`src/rtl/mem_port_arbiter.sv`:
```
// mem_port_arbiter: shares one single-port memory between the fetch port
// and the load/store port. It grants one request at a time, tracks a
// variable-latency memory transaction, and aborts it on timeout.
//
// Handshake: a requester raises *_req with its address and data stable and
// holds them until it sees *_ack. *_ack is a one-cycle pulse that carries
// *_rdata. In the cycle that *_ack is high, the same requester is not
// eligible for a new grant, so a request still held during its ack cycle
// does not start a second transaction. On the memory side, mem_req is held
// with stable mem_addr/mem_wen/mem_wdata until mem_ready is sampled high.
// mem_ready is ignored outside the busy states.
module mem_port_arbiter #(
  parameter int ADDR_W         = 32,
  parameter int DATA_W         = 32,
  parameter int TIMEOUT_CYCLES = 255
) (
  input  logic                clk,
  input  logic                rst,
  input  logic                if_req,
  input  logic [ADDR_W-1:0]   if_addr,
  output logic [DATA_W-1:0]   if_rdata,
  output logic                if_ack,
  input  logic                dm_req,
  input  logic [DATA_W/8-1:0] dm_wen,
  input  logic [ADDR_W-1:0]   dm_addr,
  input  logic [DATA_W-1:0]   dm_wdata,
  output logic [DATA_W-1:0]   dm_rdata,
  output logic                dm_ack,
  output logic                mem_req,
  output logic [ADDR_W-1:0]   mem_addr,
  output logic [DATA_W/8-1:0] mem_wen,
  output logic [DATA_W-1:0]   mem_wdata,
  input  logic [DATA_W-1:0]   mem_rdata,
  input  logic                mem_ready,
  output logic                cpu_stall,
  output logic                err,
  output logic [1:0]          state_dbg
);

  typedef enum logic [1:0] {
    IDLE    = 2'd0,
    IF_BUSY = 2'd1,
    DM_BUSY = 2'd2
  } state_t;

  // A zero timeout still needs a one-bit counter so the port widths stay legal.
  localparam int CNT_W = (TIMEOUT_CYCLES > 0) ? $clog2(TIMEOUT_CYCLES + 1) : 1;
  localparam logic [CNT_W-1:0] CNT_LAST  = CNT_W'(TIMEOUT_CYCLES - 1);
  localparam logic [CNT_W-1:0] CNT_MAX   = {CNT_W{1'b1}};
  localparam logic [DATA_W-1:0] ABORT_DATA = DATA_W'(32'hDEADBEEF);

  state_t           state_q;
  state_t           state_d;
  logic [CNT_W-1:0] cnt_q;

  logic grant_dm;
  logic grant_if;
  logic complete;
  logic abort;
  logic timeout_hit;

  assign state_dbg = state_q;

  // Stall the CPU while either port has an outstanding, un-acked request.
  assign cpu_stall = (if_req & ~if_ack) | (dm_req & ~dm_ack);

  assign timeout_hit = (TIMEOUT_CYCLES != 0) && (cnt_q == CNT_LAST);

  // State register.
  always_ff @(posedge clk) begin
    if (rst) begin
      state_q <= IDLE;
    end else begin
      state_q <= state_d;
    end
  end

  // Next state: load/store wins in IDLE; a busy state ends on ready or timeout.
  always_comb begin
    state_d  = state_q;
    grant_dm = 1'b0;
    grant_if = 1'b0;
    complete = 1'b0;
    abort    = 1'b0;
    case (state_q)
      IDLE: begin
        if (dm_req && !dm_ack) begin
          grant_dm = 1'b1;
          state_d  = DM_BUSY;
        end else if (if_req && !if_ack) begin
          grant_if = 1'b1;
          state_d  = IF_BUSY;
        end
      end
      IF_BUSY, DM_BUSY: begin
        if (mem_ready) begin
          complete = 1'b1;
          state_d  = IDLE;
        end else if (timeout_hit) begin
          abort   = 1'b1;
          state_d = IDLE;
        end
      end
      default: state_d = IDLE;
    endcase
  end

  // Memory-side outputs, return data, ack pulses, busy counter and error flag.
  always_ff @(posedge clk) begin
    if (rst) begin
      mem_req   <= 1'b0;
      mem_addr  <= '0;
      mem_wen   <= '0;
      mem_wdata <= '0;
      if_rdata  <= '0;
      dm_rdata  <= '0;
      if_ack    <= 1'b0;
      dm_ack    <= 1'b0;
      err       <= 1'b0;
      cnt_q     <= '0;
    end else begin
      if_ack <= 1'b0;
      dm_ack <= 1'b0;
      if (grant_dm) begin
        mem_req   <= 1'b1;
        mem_addr  <= dm_addr;
        mem_wen   <= dm_wen;
        mem_wdata <= dm_wdata;
        cnt_q     <= '0;
      end else if (grant_if) begin
        mem_req   <= 1'b1;
        mem_addr  <= if_addr;
        mem_wen   <= '0;
        mem_wdata <= '0;
        cnt_q     <= '0;
      end else if (complete) begin
        mem_req <= 1'b0;
        mem_wen <= '0;
        if (state_q == DM_BUSY) begin
          dm_rdata <= mem_rdata;
          dm_ack   <= 1'b1;
        end else begin
          if_rdata <= mem_rdata;
          if_ack   <= 1'b1;
        end
      end else if (abort) begin
        // A hung transaction returns a recognisable poison word and latches err.
        mem_req <= 1'b0;
        mem_wen <= '0;
        err     <= 1'b1;
        if (state_q == DM_BUSY) begin
          dm_rdata <= ABORT_DATA;
          dm_ack   <= 1'b1;
        end else begin
          if_rdata <= ABORT_DATA;
          if_ack   <= 1'b1;
        end
      end else if (state_q != IDLE && cnt_q != CNT_MAX) begin
        cnt_q <= cnt_q + 1'b1;
      end
    end
  end

endmodule
```
`config.mk`:
```
export PLATFORM = sky130hd
export DESIGN_NAME = mem_port_arbiter
export DESIGN_NICKNAME = d
export VERILOG_FILES = /design/src/rtl/mem_port_arbiter.sv
export SDC_FILE = /design/constraint.sdc
export NUM_CORES = 1
export LEC_CHECK = 0
export CAP_MARGIN = 20
export CELL_PAD_IN_SITES_DETAIL_PLACEMENT = 1
export CELL_PAD_IN_SITES_GLOBAL_PLACEMENT = 2
export CORE_ASPECT_RATIO = 1.25
export CORE_UTILIZATION = 23
export CTS_CLUSTER_SIZE = 30
export DETAILED_ROUTE_END_ITERATION = 7
export GPL_TIMING_DRIVEN = 0
export HOLD_SLACK_MARGIN = 0.05
export PLACE_DENSITY = 0.8
export SYNTH_ARGS = -nofsm -noshare
export SYNTH_HDL_FRONTEND = slang
export SYNTH_SLANG_ARGS = --single-unit
```
`constraint.sdc`:
```
create_clock -name clk -period 2.5 [get_ports clk]
set_input_delay 0.25 -clock clk [delete_from_list [all_inputs] [get_ports clk]]
set_output_delay 0.25 -clock clk [all_outputs]
set_load 0.02 [all_outputs]
```
==> results by group, run 1 <==
Routing
  • Average wire per standard cell: 16.8 um
  • DRC: 0
  • Total vias in the final route: 5461
  • DRT Pass-1 Iters: 4
  • Drt total wl: 20600 um
  • Vias per cell: 4.44
  • Antenna Violating Nets Remaining: 0
  • Initial detailed-routing violation count: 127

Critical path
  • Startpoint Class: flip-flop
  • CP arrival: 2580 ps
  • CP endpoint kind: flip-flop
  • Critical path required time: 2850 ps
  • Critical path fanouts, max: 10
  • Worst Path Class, Setup: reg2reg

Power and ir drop
  • VDD IR-drop max: 0.000444 V
  • Pwr/cell area: 721 nW/um^2
  • Combinational share of power: 23.8%
  • Clock power share: 37.3%
  • Switching share of power: 30.3%
  • Power Internal: 4.71 mW
  • Seq pwr share: 38.9%
  • Tot Pwr: 6.77 mW
  • Switch Pwr: 2.05 mW
  • Leakage: 3.83 nW

Place
  • DP Wirelength: 15500 um
  • RD Place Congestion: 0.704
  • Port buffer count: 274

Layout
  • Layout area overhead: 65.9%
  • Layout Nets: 1032
  • Commonest non-fill, non-tap cells in the layout: clkdlybuf4s50_1, dfxtp_1, nand2_1, mux2i_1, nor2_1
  • Layout cells sized above 1: 5.97%
  • Diode count: 0
  • Fillers: 2795
  • Register area: 2920 sq um
  • Most common cell after layout, fill and taps aside: clkdlybuf4s50_1
  • Multi-input logic area: 2510 sq um

Synthesis
  • Cell Area, Synth: 5660 sq um
  • Post-synth cell types: 44
  • Register area share after synthesis: 51.7%
  • Top-area cell type share of the netlist area: 51.7%
  • Leading area contributor after synthesis: dfxtp_1
  • Synthesized instance count: 598
  • Ys flop type: dfxtp_1
  • EDFF count, synth: 0
  • Mapped Nets: 739
  • Async SR Flop Fraction: 0%
  • #FFs+latches synth: 146
  • Synth warnings: 0
  • Area contributors post-synth: dfxtp_1, mux2i_1, nand2_1
  • Avg Synthesized Cell Area: 9.46 sq um

GRT
  • First-pass GRT wire length: 31900 um
  • Vias in the first global route: 5848
  • Total track usage: 16.6%
  • Congestion Overflow GR: 0
  • Initial antenna violation count: 0
  • Largest net degree at the start of global routing: 17

CTS
  • CTS tree: built
  • Clock Path Buffers: 2
  • Post-CTS Setup Repair Bufs: 0
  • CTS H-tree lvls: 4
  • Clk root buf: clkbuf_16
  • Clock latency on the worst-skew pair: 420 ps
  • Clk sinks: 146
  • Worst-path clk slew: 70 ps
  • CTS Buf Count: 17
  • Hold_buf cts: 0
  • Post-CTS sizing: 0

STA
  • Max frequency: 0.449 GHz
  • Setup-failing EPs final: 0
  • RSZ-0062 raised after global routing: false
  • Final Max Tran Viols: 0
  • Slew of the pin with the lowest slew margin: 589 ps
  • Fin. Hold Viols: 0
  • Max-slew headroom at the worst pin: 60.4%
  • Fin crit period: 2230 ps
  • Final Skew: 13.0 ps
  • Final worst-path cycle share: 89.2%
  • Setup_tns: 0 ps

Floorplanning
  • Die width: 142 um
  • DIE HEIGHT: 177 um
  • Core area: 24000 sq um
  • I/O pins: 276
  • Initial Util: 23.6%
  • Placement Rows: 63
  • Die area: 25200 sq um

Run status
  • Outcome: finished, final reports clean

Run
  • Max-Cap Viols: 0

Worst hold path
  • Hold Path Class: in2reg
==> metrics by stage <==
stage	instance area (sq um)	hold slack (ps)	utilization (%)	worst slack, ps	instances
detailed placement	8810	453	36.8	94.9	1197
finish	9390	396	39.2	271	1229
global placement	8810	445	36.8	96.9	1197
global route	9390	392	39.2	44.2	1229
CTS	9390	381	39.2	202	1229
floorplan	5660	376	-	455	598
==> kinds of logic after synthesis <==
logic type	after synthesis	share of synthesized area (%)
flip-flops	146	51.7
AND/OR/NAND/NOR	214	16.0
AO/OA/AOI/OAI	116	15.6
buffers and inverters	51	4.02
XOR/XNOR	2	0.310
adder cells (fa/ha/maj)	4	0.885
multiplexers	65	11.5
==> power groups by stage <==
| stage | Sequential [mW] | Combinational (mW) | Clock, mW |
|---|---|---|---|
| after global routing | 2.66 | 1.74 | 2.70 |
| after floorplan | 2.91 | 0.556 | 0 |
| after CTS | 2.64 | 1.64 | 2.60 |
| final | 2.63 | 1.61 | 2.52 |
| after global placement | 2.68 | 1.63 | 0 |
| after detailed placement | 2.68 | 1.64 | 0 |
==> worst paths after layout <==
| check | start | endpoint | slack, ps | cells past startpoint |
|---|---|---|---|---|
| hold reg to reg | dm_rdata[19]$_SDFFE_PP0P_ | dm_rdata[19]$_SDFFE_PP0P_ | 460 | 2 |
| hold / removal | dm_addr[4] | mem_addr[4]$_SDFFE_PP0N_ | 400 | 3 |
| setup / recovery | state_dbg[0]$_SDFFE_PP0P_ | mem_wdata[22]$_SDFFE_PP0N_ | 270 | 7 |
| setup reg to reg | state_dbg[0]$_SDFFE_PP0P_ | mem_wdata[22]$_SDFFE_PP0N_ | 270 | 7 |
==> Yosys cell counts (2+ instances only) <==
cell type,number
a21oi_1,7
a22o_1,32
a311oi_1,32
a32oi_1,4
buf_1,3
buf_2,11
buf_6,3
clkbuf_1,27
dfxtp_1,146
ha_1,4
inv_1,6
mux2i_1,65
nand2_1,135
nand2b_1,2
nand3_1,14
nor2_1,44
nor2b_1,2
nor4_1,2
o21ai_0,27
o21ai_2,2
o31ai_1,2
or3_1,5
or4_1,2
==> routing by layer <==
metal / up-vias / track usage [%] / wire [um]
li1: 2697 / - / -
met1: 2567 / 19.4 / 8770
met2: 185 / 28.6 / 9960
met3: 12 / 5.88 / 1700
met4: 0 / 4.17 / 194
met5: - / 0 / 0
==> state kept, by name, indices dropped and copies added, names as in the netlist <==
name,count
dm_rdata,32
if_rdata,32
mem_addr,32
mem_wdata,32
cnt_q,8
mem_wen,4
state_dbg,2
dm_ack,1
err,1
if_ack,1
mem_req,1
==> cell type report <==
class                   count  share of cell area (%)
flip-flops and latches    146                    31.1
clock buffers              20                    4.87
clock inverters            12                    1.31
well taps                 325                    4.33
inverters                   7                   0.280
multi-input cells         401                    26.7
repair buffers            274                    29.2
plain buffers              44                    2.15
==> worst max-delay path: stages, from the launching register on <==
cell,delay [ps]
dfxtp_1,390
inv_1,80
ha_1,290
inv_1,220
a21oi_2,80
nor2_1,370
clkbuf_1,510
a22o_1,240
Power figures use the tool's default switching activity.
==> inputs of run 2 (changes only) <==
--- a/config.mk
+++ b/config.mk
@@ -15,6 +15,7 @@
 export GPL_TIMING_DRIVEN = 0
 export HOLD_SLACK_MARGIN = 0.05
 export PLACE_DENSITY = 0.8
+export REMOVE_ABC_BUFFERS = 1
 export SYNTH_ARGS = -nofsm -noshare
 export SYNTH_HDL_FRONTEND = slang
 export SYNTH_SLANG_ARGS = --single-unit
==> run 2 against run 1 <==
Net effect: design area rose by 0.87%; critical path depth decreased by 1; final cell count fell by 2.3%; sequential share of layout area down 0.27 points; non-clock buffer count is 30 lower; die area did not move; sequential cell count stayed put; combinational power rose by 2%; sequential power is essentially flat; fmax decreased by 2.1%; register-to-register slack worse by 50 ps; clock power grew 4%; largest cell class unchanged; highest routed layer unchanged.
==> results by group, run 2 (same netlist as run 1, synthesis figures left out) <==
CTS
  • Clk root buf: clkbuf_16
  • CTS Buf Count: 17 (unchanged)
  • CTS H-tree lvls: 4 (unchanged)
  • Clock Path Buffers: 2 (unchanged)
  • Clock latency on the worst-skew pair: 430 ps (about the same)
  • Worst-path clk slew: 70 ps (about the same)
  • CTS tree: built
  • Hold_buf cts: 0 (unchanged)
  • Clk sinks: 146 (unchanged)

GRT
  • Initial antenna violation count: 0 (unchanged)
  • Vias in the first global route: 5498 (-6.0%)
  • Congestion Overflow GR: 0 (unchanged)
  • First-pass GRT wire length: 30100 um (-5.6%)
  • Total track usage: 15.6% (-0.96 points)
  • Largest net degree at the start of global routing: 99 (+82)

Power and ir drop
  • Leakage: 3.86 nW (+0.94%)
  • VDD IR-drop max: 0.000468 V (+5.4%)
  • Pwr/cell area: 729 nW/um^2 (+1.1%)

Layout
  • Diode count: 0 (unchanged)
  • Layout cells sized above 1: 6.85% (+0.88 points)
  • Layout Utilization: 39.5% (+0.34 points)
  • Commonest non-fill, non-tap cells in the layout: clkdlybuf4s50_1, dfxtp_1, nand2_1, mux2i_1, nor2_1
  • Most common cell after layout, fill and taps aside: clkdlybuf4s50_1
  • Post-route cell area: 9470 sq um (+0.87%)
  • Layout Nets: 1004 (-2.7%)
  • Final non-filler cell total: 1201 (-2.3%)
  • Layout area overhead: 67.3%

Run
  • Max-Cap Viols: 0 (unchanged)

STA
  • Max frequency: 0.439 GHz (-2.1%)
  • RSZ-0062 raised after global routing: true
  • Max-slew headroom at the worst pin: 35.9% (-25 points)
  • Setup_tns: 0 ps (unchanged)
  • Setup ws final: 224 ps (-47.3 ps)
  • Final Skew: 12.5 ps (-0.568 ps)
  • Slew of the pin with the lowest slew margin: 959 ps (+370 ps)
  • Setup-failing EPs final: 0 (unchanged)
  • Final Max Tran Viols: 0 (unchanged)
  • Final worst-path cycle share: 91.0% (+1.9 points)
  • Fin crit period: 2280 ps (+47.3 ps)
  • Fin. Hold Viols: 0 (unchanged)

Routing
  • Average wire per standard cell: 16.7 um (-0.74%)
  • Antenna Violating Nets Remaining: 0 (unchanged)
  • DRC: 0 (unchanged)
  • Drt total wl: 20000 um (-3.0%)
  • Total vias in the final route: 5437 (-0.44%)
  • Initial detailed-routing violation count: 117 (-7.9%)
  • Vias per cell: 4.53 (+1.9%)
  • DRT Pass-1 Iters: 4 (unchanged)

Floorplanning
  • Core area: 24000 sq um (unchanged)
  • DIE HEIGHT: 177 um (unchanged)
  • Die area: 25200 sq um (unchanged)
  • Die width: 142 um (unchanged)
  • Placement Rows: 63 (unchanged)
  • I/O pins: 276 (unchanged)
  • Initial Util: 23.6% (unchanged)

Critical path
  • Critical path required time: 2860 ps (about the same)
  • Buf/Inv on CP: 2 (-1)
  • Worst path top cell family by delay: simple AND/OR/NAND/NOR gates
  • CP endpoint kind: flip-flop
  • CP arrival: 2640 ps (+60 ps)
  • Critical Path, Cell by Cell: inv_1 > ha_1 > inv_1 > a21oi_4 > nor2_4 > a22o_1
  • Worst Path Class, Setup: reg2reg
  • Critical path fanouts, max: 33 (+23)
  • Startpoint Class: flip-flop
  • Most used cell, CP: inv_1
  • CP peak stage delay: 690 ps (+180 ps)
  • Slowest cell on the critical path: nor2_4

Worst hold path
  • Hold Path Class: in2reg

Place
  • Port buffer count: 275 (+0.36%)
  • Area post-placement: 8800 sq um (about the same)
  • Placed cells: 1162 (-2.9%)
  • RD Place Congestion: 0.708 (+0.70%)
  • DP Wirelength: 13700 um (-12%)
  • Pre-CTS setup slack: -442 ps (-537 ps)

Run status
  • Outcome: finished, final reports clean
-- run 2: changes by cell type in the layout (fill, tap and decap cells not counted), sizes merged --
| cell | delta |
|---|---|
| a21oi | +1 |
| clkbuf | -29 |
| buf | -3 |
| nor2 | +1 |
| clkinvlp | -2 |
| inv | +4 |
-- run 2: timing repair --
| action | in CTS | in global routing |
|---|---|---|
| gates cloned | 0 | 2 |
| buffers inserted | 5 | 0 |
| endpoints found under the hold margin | 0 | 0 |
| endpoints found under the setup margin | 9 | 50 |
| pin swaps | 1 | 0 |
| gates resized for setup | 0 | 3 |
-- run 2: worst paths after layout --
check | start | to | slack [ps] | cells past startpoint
hold / removal | rst | mem_addr[15]$_SDFFE_PP0N_ | 160 | 2
hold reg to reg | dm_rdata[27]$_SDFFE_PP0P_ | dm_rdata[27]$_SDFFE_PP0P_ | 460 | 2
setup / recovery | state_dbg[0]$_SDFFE_PP0P_ | mem_wdata[28]$_SDFFE_PP0N_ | 220 | 6
setup reg to reg | state_dbg[0]$_SDFFE_PP0P_ | mem_wdata[28]$_SDFFE_PP0N_ | 220 | 6
-- run 2: final cells by class --
cell class              count  area, sq um
well taps                 325          407
multi-input cells         403         2560
repair buffers            288         2950
flip-flops and latches    146         2920
clock inverters            14          160
fillers                  2742        14500
clock buffers              18          439
inverters                   7         28.8
-- run 2: stage by stage --
stage	hold slack [ps]	power, mW
2_1_floorplan	322	3.43
3_3_place_gp	445	4.26
3_5_place_dp	453	4.31
4_1_cts	150	7.00
5_1_grt	183	7.24
6_report	165	6.90
-- run 2: where the power goes --
group	leakage [nW]	switching (mW)	internal [mW]
logic	2.38	0.870	0.776
registers	1.19	0.103	2.53
clock network	0.286	1.18	1.45
-- run 2: per-layer routing --
layer / global-route usage (%) / vias up / wire length, um
met3: 5.86 / 28 / 1620
li1: - / 2655 / -
met4: 5.42 / 0 / 389
met5: 0 / - / 0
met1: 18.0 / 2575 / 8330
met2: 26.3 / 179 / 9650
==> inputs of run 3 (changes only) <==
--- a/config.mk
+++ b/config.mk
@@ -19,3 +19,4 @@
 export SYNTH_ARGS = -nofsm -noshare
 export SYNTH_HDL_FRONTEND = slang
 export SYNTH_SLANG_ARGS = --single-unit
+export TNS_END_PERCENT = 100
==> results of run 3 <==
Final layout, timing and power as in run 2 (identical DEF).
